--- src/rtl/fpa_add_arbiter.sv ---
// Round-robin front end that shares one external pipelined FP adder between
// N_REQ requesters and returns each sum tagged with its owner's ID.
module fpa_add_arbiter #(
  parameter int N_REQ = 4,
  parameter int LAT = 1,
  localparam int ID_W = $clog2(N_REQ)
) (
  input  logic                  clk,
  input  logic                  rst,
  input  logic [N_REQ-1:0]      req_valid,
  input  logic [N_REQ*32-1:0]   req_a,
  input  logic [N_REQ*32-1:0]   req_b,
  input  logic [N_REQ-1:0]      req_mask,
  output logic [N_REQ-1:0]      req_ready,
  output logic [31:0]           add_a,
  output logic [31:0]           add_b,
  input  logic [31:0]           add_result,
  output logic                  rsp_valid,
  output logic [ID_W-1:0]       rsp_id,
  output logic [31:0]           rsp_data,
  output logic                  idle,
  output logic [31:0]           issued_count
);

  logic [N_REQ-1:0] elig_s;
  logic [N_REQ-1:0] grant_s;
  logic [ID_W-1:0]  grant_id_s;
  logic [ID_W-1:0]  cand_s;
  logic             hit_s;
  logic             found_s;
  logic [31:0]      sel_a_s;
  logic [31:0]      sel_b_s;
  logic [LAT:0]     tag_vld_next_s;

  logic [ID_W-1:0]  rr_ptr_r;
  logic [LAT:0]     tag_vld_r;
  logic [ID_W-1:0]  tag_id_r [0:LAT];
  logic [31:0]      add_a_r;
  logic [31:0]      add_b_r;
  logic             rsp_valid_r;
  logic [ID_W-1:0]  rsp_id_r;
  logic [31:0]      rsp_data_r;
  logic             idle_r;
  logic [31:0]      issued_count_r;

  assign elig_s = req_valid & req_mask;

  // Circular search starting just after the last granted requester.
  always_comb begin
    grant_s    = '0;
    grant_id_s = '0;
    cand_s     = '0;
    hit_s      = 1'b0;
    found_s    = 1'b0;
    for (int k = 1; k <= N_REQ; k++) begin
      cand_s             = ID_W'((int'(rr_ptr_r) + k) % N_REQ);
      hit_s              = elig_s[cand_s] & ~found_s;
      grant_s[cand_s]    = grant_s[cand_s] | hit_s;
      grant_id_s         = hit_s ? cand_s : grant_id_s;
      found_s            = found_s | hit_s;
    end
  end

  // One-hot AND-OR operand mux driven by the grant vector.
  always_comb begin
    sel_a_s = 32'd0;
    sel_b_s = 32'd0;
    for (int i = 0; i < N_REQ; i++) begin
      sel_a_s = sel_a_s | ({32{grant_s[i]}} & req_a[i*32 +: 32]);
      sel_b_s = sel_b_s | ({32{grant_s[i]}} & req_b[i*32 +: 32]);
    end
  end

  // Stage 0 tracks the op sitting on add_a/add_b; stage LAT lines up with add_result.
  assign tag_vld_next_s = {tag_vld_r[LAT-1:0], found_s};

  // Arbiter pointer, operand registers, tag pipeline and response registers.
  always_ff @(posedge clk or posedge rst) begin
    if (rst) begin
      rr_ptr_r       <= ID_W'(N_REQ - 1);
      tag_vld_r      <= '0;
      for (int s = 0; s <= LAT; s++) begin
        tag_id_r[s] <= '0;
      end
      add_a_r        <= 32'd0;
      add_b_r        <= 32'd0;
      rsp_valid_r    <= 1'b0;
      rsp_id_r       <= '0;
      rsp_data_r     <= 32'd0;
      idle_r         <= 1'b1;
      issued_count_r <= 32'd0;
    end else begin
      if (found_s) begin
        add_a_r        <= sel_a_s;
        add_b_r        <= sel_b_s;
        rr_ptr_r       <= grant_id_s;
        issued_count_r <= issued_count_r + 32'd1;
      end
      tag_vld_r   <= tag_vld_next_s;
      tag_id_r[0] <= grant_id_s;
      for (int s = 1; s <= LAT; s++) begin
        tag_id_r[s] <= tag_id_r[s-1];
      end
      rsp_valid_r <= tag_vld_r[LAT];
      if (tag_vld_r[LAT]) begin
        rsp_id_r   <= tag_id_r[LAT];
        rsp_data_r <= add_result;
      end
      // Computed from next-state values so idle lines up with the other outputs.
      idle_r <= ~(|tag_vld_next_s) & ~tag_vld_r[LAT];
    end
  end

  assign req_ready    = grant_s;
  assign add_a        = add_a_r;
  assign add_b        = add_b_r;
  assign rsp_valid    = rsp_valid_r;
  assign rsp_id       = rsp_id_r;
  assign rsp_data     = rsp_data_r;
  assign idle         = idle_r;
  assign issued_count = issued_count_r;

endmodule
--- config.mk ---
export PLATFORM = sky130hd
export DESIGN_NAME = fpa_add_arbiter
export DESIGN_NICKNAME = d
export VERILOG_FILES = /design/src/rtl/fpa_add_arbiter.sv
export SDC_FILE = /design/constraint.sdc
export NUM_CORES = 1
export LEC_CHECK = 0
export CAP_MARGIN = 15
export CORE_AREA = 2 2 169 171
export CTS_CLUSTER_SIZE = 28
export DETAILED_ROUTE_END_ITERATION = 8
export DIE_AREA = 0 0 171 173
export GPL_ROUTABILITY_DRIVEN = 0
export PLACE_DENSITY = 0.7
export SLEW_MARGIN = 20
export SYNTH_ARGS = -nofsm -noshare
export SYNTH_HDL_FRONTEND = slang
export SYNTH_SLANG_ARGS = --single-unit
--- constraint.sdc ---
create_clock -name clk -period 6 [get_ports clk]
set_clock_uncertainty 0.05 [all_clocks]
set_input_delay 1.2 -clock clk [delete_from_list [all_inputs] [get_ports clk]]
set_output_delay 1.2 -clock clk [all_outputs]
set_load 0.05 [all_outputs]
**After elaboration in Yosys (flattened, before gate mapping)**

Cells that the tools add are included.

- Output and inout bits: 136
- Bits of input ports: 298
- Bits in registers: 140

- $lt $le $gt $ge: 8
- Bitwise gates (word level): 32
- Reductions and logical operators: 5
- Multiplexer cells: 31
- Add/sub/neg operators: 5

Operators by type and width:

| kind | count |
|---|---|
| $and 32x32->32 | 8 |
| $or 32x32->32 | 6 |
| $add 32x1->32 const B | 1 |
| $bmux 1 s2 | 8 |
| $bwmux 4 | 3 |
| $lt 2x3->1 const B | 4 |
| $mux 1 | 12 |
| $and 4x4->4 | 2 |
| $demux 1 s2 | 4 |
| $ge 2x1->1 const B | 4 |
| $mux 2 | 4 |
| $or 1x1->1 | 7 |
| $not 1->1 | 5 |
| $add 2x1->2 const B | 2 |
| $add 2x2->2 const B | 2 |
| $and 1x1->1 | 4 |
| $logic_and 1x1->1 | 4 |
| $reduce_or 2->1 | 1 |

**Logic depth before layout (Yosys ltp)**

- Depth in word-level cells: 22
- Mapped depth: 16
- Mapped depth without buffers: 11

**Worst setup path after synthesis**

OpenSTA, ideal clock, no wires.

- Path type: reg-to-output
- Start: register rr_ptr_r[0]
- End: output req_ready[0]
- Cell stages (with the launch flop): 16
- Arrival time: 4505 ps
- Path slack: 245 ps
- Buffers on the path: 4
- Data required time: 4750 ps
- Cells stage by stage: dfstp_2 buf_6 inv_1 buf_1 ha_1 and4b_1 or4_1 buf_4 o32a_1 o211a_4 o211ai_2 a211oi_1 nor2_1 buf_2 nand2_1 o21ai_0

- Cells in the longest elaborated chain, start to end: 18

RTL lines:

| item | line | source |
|---|---|---|
| start: declaration | 35 | `logic [ID_W-1:0] rr_ptr_r;` |
| start signal: assignment | 80 | `rr_ptr_r <= ID_W'(N_REQ - 1);` |
| start signal: assignment | 96 | `rr_ptr_r <= grant_id_s;` |
| $add 2x1->2 | 56 | `cand_s = ID_W'((int'(rr_ptr_r) + k) % N_REQ);` |
| $lt 2x3->1 (implied by the code) or $ge 2x1->1 (tied branches) | 58 | `grant_s[cand_s] = grant_s[cand_s] \| hit_s;` |
| $logic_and 1x1->1 (implied by the code) | 58 |  |
| $mux 1 (implied by the code) | 58 |  |
| $demux 1 s2 | 58 |  |
| $and 4x4->4 (no source line) | n/a |  |
| $bmux 1 s2 | 58 |  |
| $mux 1 (implied by the code) | 58 |  |
| [2 not listed] | n/a |  |
| $bmux 1 s2 | 58 |  |
| $mux 1 (implied by the code) | 58 |  |
| $or 1x1->1 | 58 |  |
| $bwmux 4 | 58 |  |
| $bmux 1 s2 | 58 |  |
| $mux 1 (implied by the code) | 58 |  |
| $or 1x1->1 | 58 |  |
| $bwmux 4 (*) | 58 |  |
| end: declaration | 14 | `output logic [N_REQ-1:0] req_ready,` |

Every way passes the cells marked *; elsewhere a longest branch is shown, timed or not. The select of a mux whose other input is x is not followed.

**Worst setup path after layout**

Same ends and word-level chain as after synthesis.

==> impl_metrics.tcl <==
set metrics [dict create \
    top_usage_layer "met2" \
    h-tree-depth 4 \
    drv_slew 0 \
    synthTopCellsByArea "dfrtp_1, a221oi_2, a222oi_1" \
    grt_max_degree 75 \
    final_core_util_pct 55.5 \
    syn_inst 1055 \
    fp.dieH_um 173 \
    routed_wl_um 41900 \
    yosysWarnings 0 \
    preCtsSetupSlack_ps 254 \
    path_delay_family "simple AND/OR/NAND/NOR gates" \
    rsz0062_at_grt "no" \
    r2r_end "add_a[4]" \
    die_area_mm2 0.0296 \
    firstDrtPassIters 6 \
    rrSetupSlack_ps 980 \
    regToRegStartpoint "rr_ptr_r[0]" \
    layout.cells.non_filler 1826 \
    fmax_mhz 179 \
    port_buffers 433 \
    drt_iter0_drc 1145 \
    min_from "tag_id_r[3]" \
    setup_viol 0 \
    whs_ps 298 \
    yosys.cell_count.top_type "dfrtp_1" \
    antenna_found_initial 2 \
    vias 10900 \
    syn_area_mm2 0.0101 \
    max_slew_margin_pct 38.3 \
    finalPower_mw 8.05 \
    power_density_mw_per_mm2 524 \
    ant_nets 0 \
    wl_per_cell_um 23.0 \
    grt_pass1_wl_um 64000 \
    place_inst 1792 \
    yosysTopAreaCell "dfrtp_1" \
    start_util_pct 36.5 \
    grt_pass1_vias 11100 \
    cts_max_path_buffers 2 \
    cp-start-kind "flip-flop" \
    grt.met3_usage_pct 7.87 \
    grt_usage_pct 27.6 \
    path_clk_slew_ps 70 \
    cpPeakStageDelay_ps 770 \
    syn_avg_cell_area_um2 9.55 \
    drc 0 \
    cp-end-kind "primary output" \
    hpwlAfterDp_um 28400 \
    async_flop_share_pct 100 \
    use_met2_pct 47.4 \
    period_share_pct 93.0 \
    vias_per_cell 5.96 \
    whs_path_depth 0 \
    crit_slowest_cell "dfstp_4" \
    status "completed" \
    cp_max_fo 22 \
    cp_num_buf_inv 3 \
    cts_made_buffers 17 \
    synthFlopType "dfrtp_1" \
    fin_area_mm2 0.0153 \
    r2r_cells 13 \
    final_layout_size_suffix_gt1_share_pct 12.1 \
    drv_cap 0 \
    p_leak_nw 5.77 \
    hold_viol 0 \
    synth-seq-cells 140 \
    final.setup.tns_ps 0 \
    finalCriticalPeriod_ps 5580 \
    crit_type "flip-flop to primary output" \
    synth.top_cell.area_share_pct 34.0 \
    coreArea_mm2 0.0276 \
    synth_edf_count 0 \
    tightest_slew_ps 926 \
    cp.arrival_ps 4330 \
    clk_latency_ps 420 \
    die_x_um 171 \
    vdd.ir_drop.worst_v 0.000301 \
    crit_chain "inv_1, ha_2, and4b_1, or4_4, o32a_1, o211a_4, nor2_1, a2111oi_2, buf_4, nor2_4, nand2_1, o21ai_0, buf_12" \
    synth.distinct_cells 65 \
    worst_slack_ps 418 \
    hold_path_class "flip-flop to flip-flop" \
    cts-root-buf "clkbuf_16" \
    rows 61 \
    cts_tree "done" \
    io_pins 434 \
    seq_area_mm2 0.00351 \
    layout.nets 1736 \
    synthTopCellsByCount "dfrtp_1, nand2_1, nor2_1, and2_1, nand2b_1" \
    hold_end "tag_id_r[1]" \
    syn_nets 1358 \
    cts.sinks 140 \
    gr-usage-met1_pct 31.6 \
    multi_input_area_mm2 0.00610 \
    n_fill_cell 2528 \
    required_ps 4750 \
    grt_overflow 0 \
    synth-seq-area-share_pct 34.8 \
    dpl_cell_area_mm2 0.0147 \
    syn_to_final_growth_pct 52.3 \
]
[worst reg2reg max path: cells and delay by family, from the launching register on]
kind	cells	cell delay, ps
simple gates	3	960
buf+inv	3	1230
compound gates	6	1520
fa+ha+maj	1	420
flops	1	770
[report_power, final]
group          internal [mW]  total [mW]  leakage (nW)  switching (mW)
logic                   2.08        5.38          3.77            3.29
clock network          0.680        1.19         0.311           0.512
registers               1.26        1.48          1.69           0.215
[what timing repair did]
item / 4_1_cts / 5_1_grt
hold buffers: 0 / 0
hold endpoints to repair: 0 / 0
resized for setup: 0 / 3
endpoints found under the setup margin: 0 / 4
buffers inserted: 0 / 0
[sequential cells by signal, indices dropped and copies added, names as in the netlist]
| signal | flops |
|---|---|
| rsp_data | 32 |
| rsp_valid | 1 |
| tag_vld_r | 2 |
| issued_count | 32 |
| tag_id_r | 4 |
| rsp_id | 2 |
| idle | 1 |
| add_a | 32 |
| add_b | 32 |
| rr_ptr_r | 2 |
[how the worst max path moves through the flow]
stage,from,to,slack (ps),cells past startpoint
2_1_floorplan,rr_ptr_r[0],req_ready[0],240,15
3_3_place_gp,req_valid[2],req_ready[0],230,12
3_5_place_dp,req_valid[2],req_ready[0],250,11
4_1_cts,rr_ptr_r[0],req_ready[0],130,12
5_1_grt,rr_ptr_r[0],req_ready[0],140,13
6_report,rr_ptr_r[0],req_ready[0],420,13
[final cells by class]
class                           count  area share [%]
Multi-Input combinational cell    806            39.8
Timing Repair Buffer              459            29.8
Sequential cell                   140            22.9
Tap cell                          378            3.08
Clock buffer                       17            2.77
Clock inverter                     15            1.41
Inverter                            9           0.269
Antenna cell                        2          0.0326
[per-layer routing]
metal	up-vias	part of all wire, %
met5	-	0
met4	0	3.9
met3	98	11
met2	656	48
met1	5246	37
li1	4883	-
[layout by cell type, fill, tap and decap left out, types with 3 or more instances in the layout]
| master | count |
|---|---|
| nand3b_1 | 64 |
| a221o_1 | 63 |
| dfrtp_1 | 137 |
| bufinv_16 | 3 |
| nand3_1 | 19 |
| a21o_1 | 3 |
| buf_12 | 4 |
| inv_1 | 6 |
| mux4_2 | 3 |
| nor3_1 | 6 |
| and3_1 | 10 |
| inv_6 | 7 |
| o21ai_0 | 11 |
| buf_4 | 26 |
| a31oi_1 | 64 |
| nand2b_1 | 66 |
| a21oi_1 | 5 |
| and2_1 | 66 |
| inv_8 | 3 |
| nand2_1 | 99 |
| xor2_1 | 6 |
| a221oi_1 | 15 |
| a221oi_2 | 48 |
| clkdlybuf4s50_1 | 429 |
| nor2_1 | 80 |
| xnor2_1 | 25 |
| nand4_1 | 3 |
| a222oi_1 | 64 |
| clkbuf_16 | 17 |
| a211oi_1 | 4 |
| mux2_2 | 34 |
[cell families (layout without fill, tap and decap cells)]
logic type | Yosys count | count (layout) | share of synthesized area (%)
flip-flops | 140 | 140 | 34.8
other | 0 | 2 | 0
AO/OA/AOI/OAI | 304 | 304 | 28.9
XOR/XNOR | 31 | 31 | 2.69
multiplexers | 39 | 39 | 4.84
adder cells (fa/ha/maj) | 5 | 5 | 0.621
buffers and inverters | 109 | 500 | 5.40
AND/OR/NAND/NOR | 427 | 427 | 22.7
(Power assumes the default switching activity.)
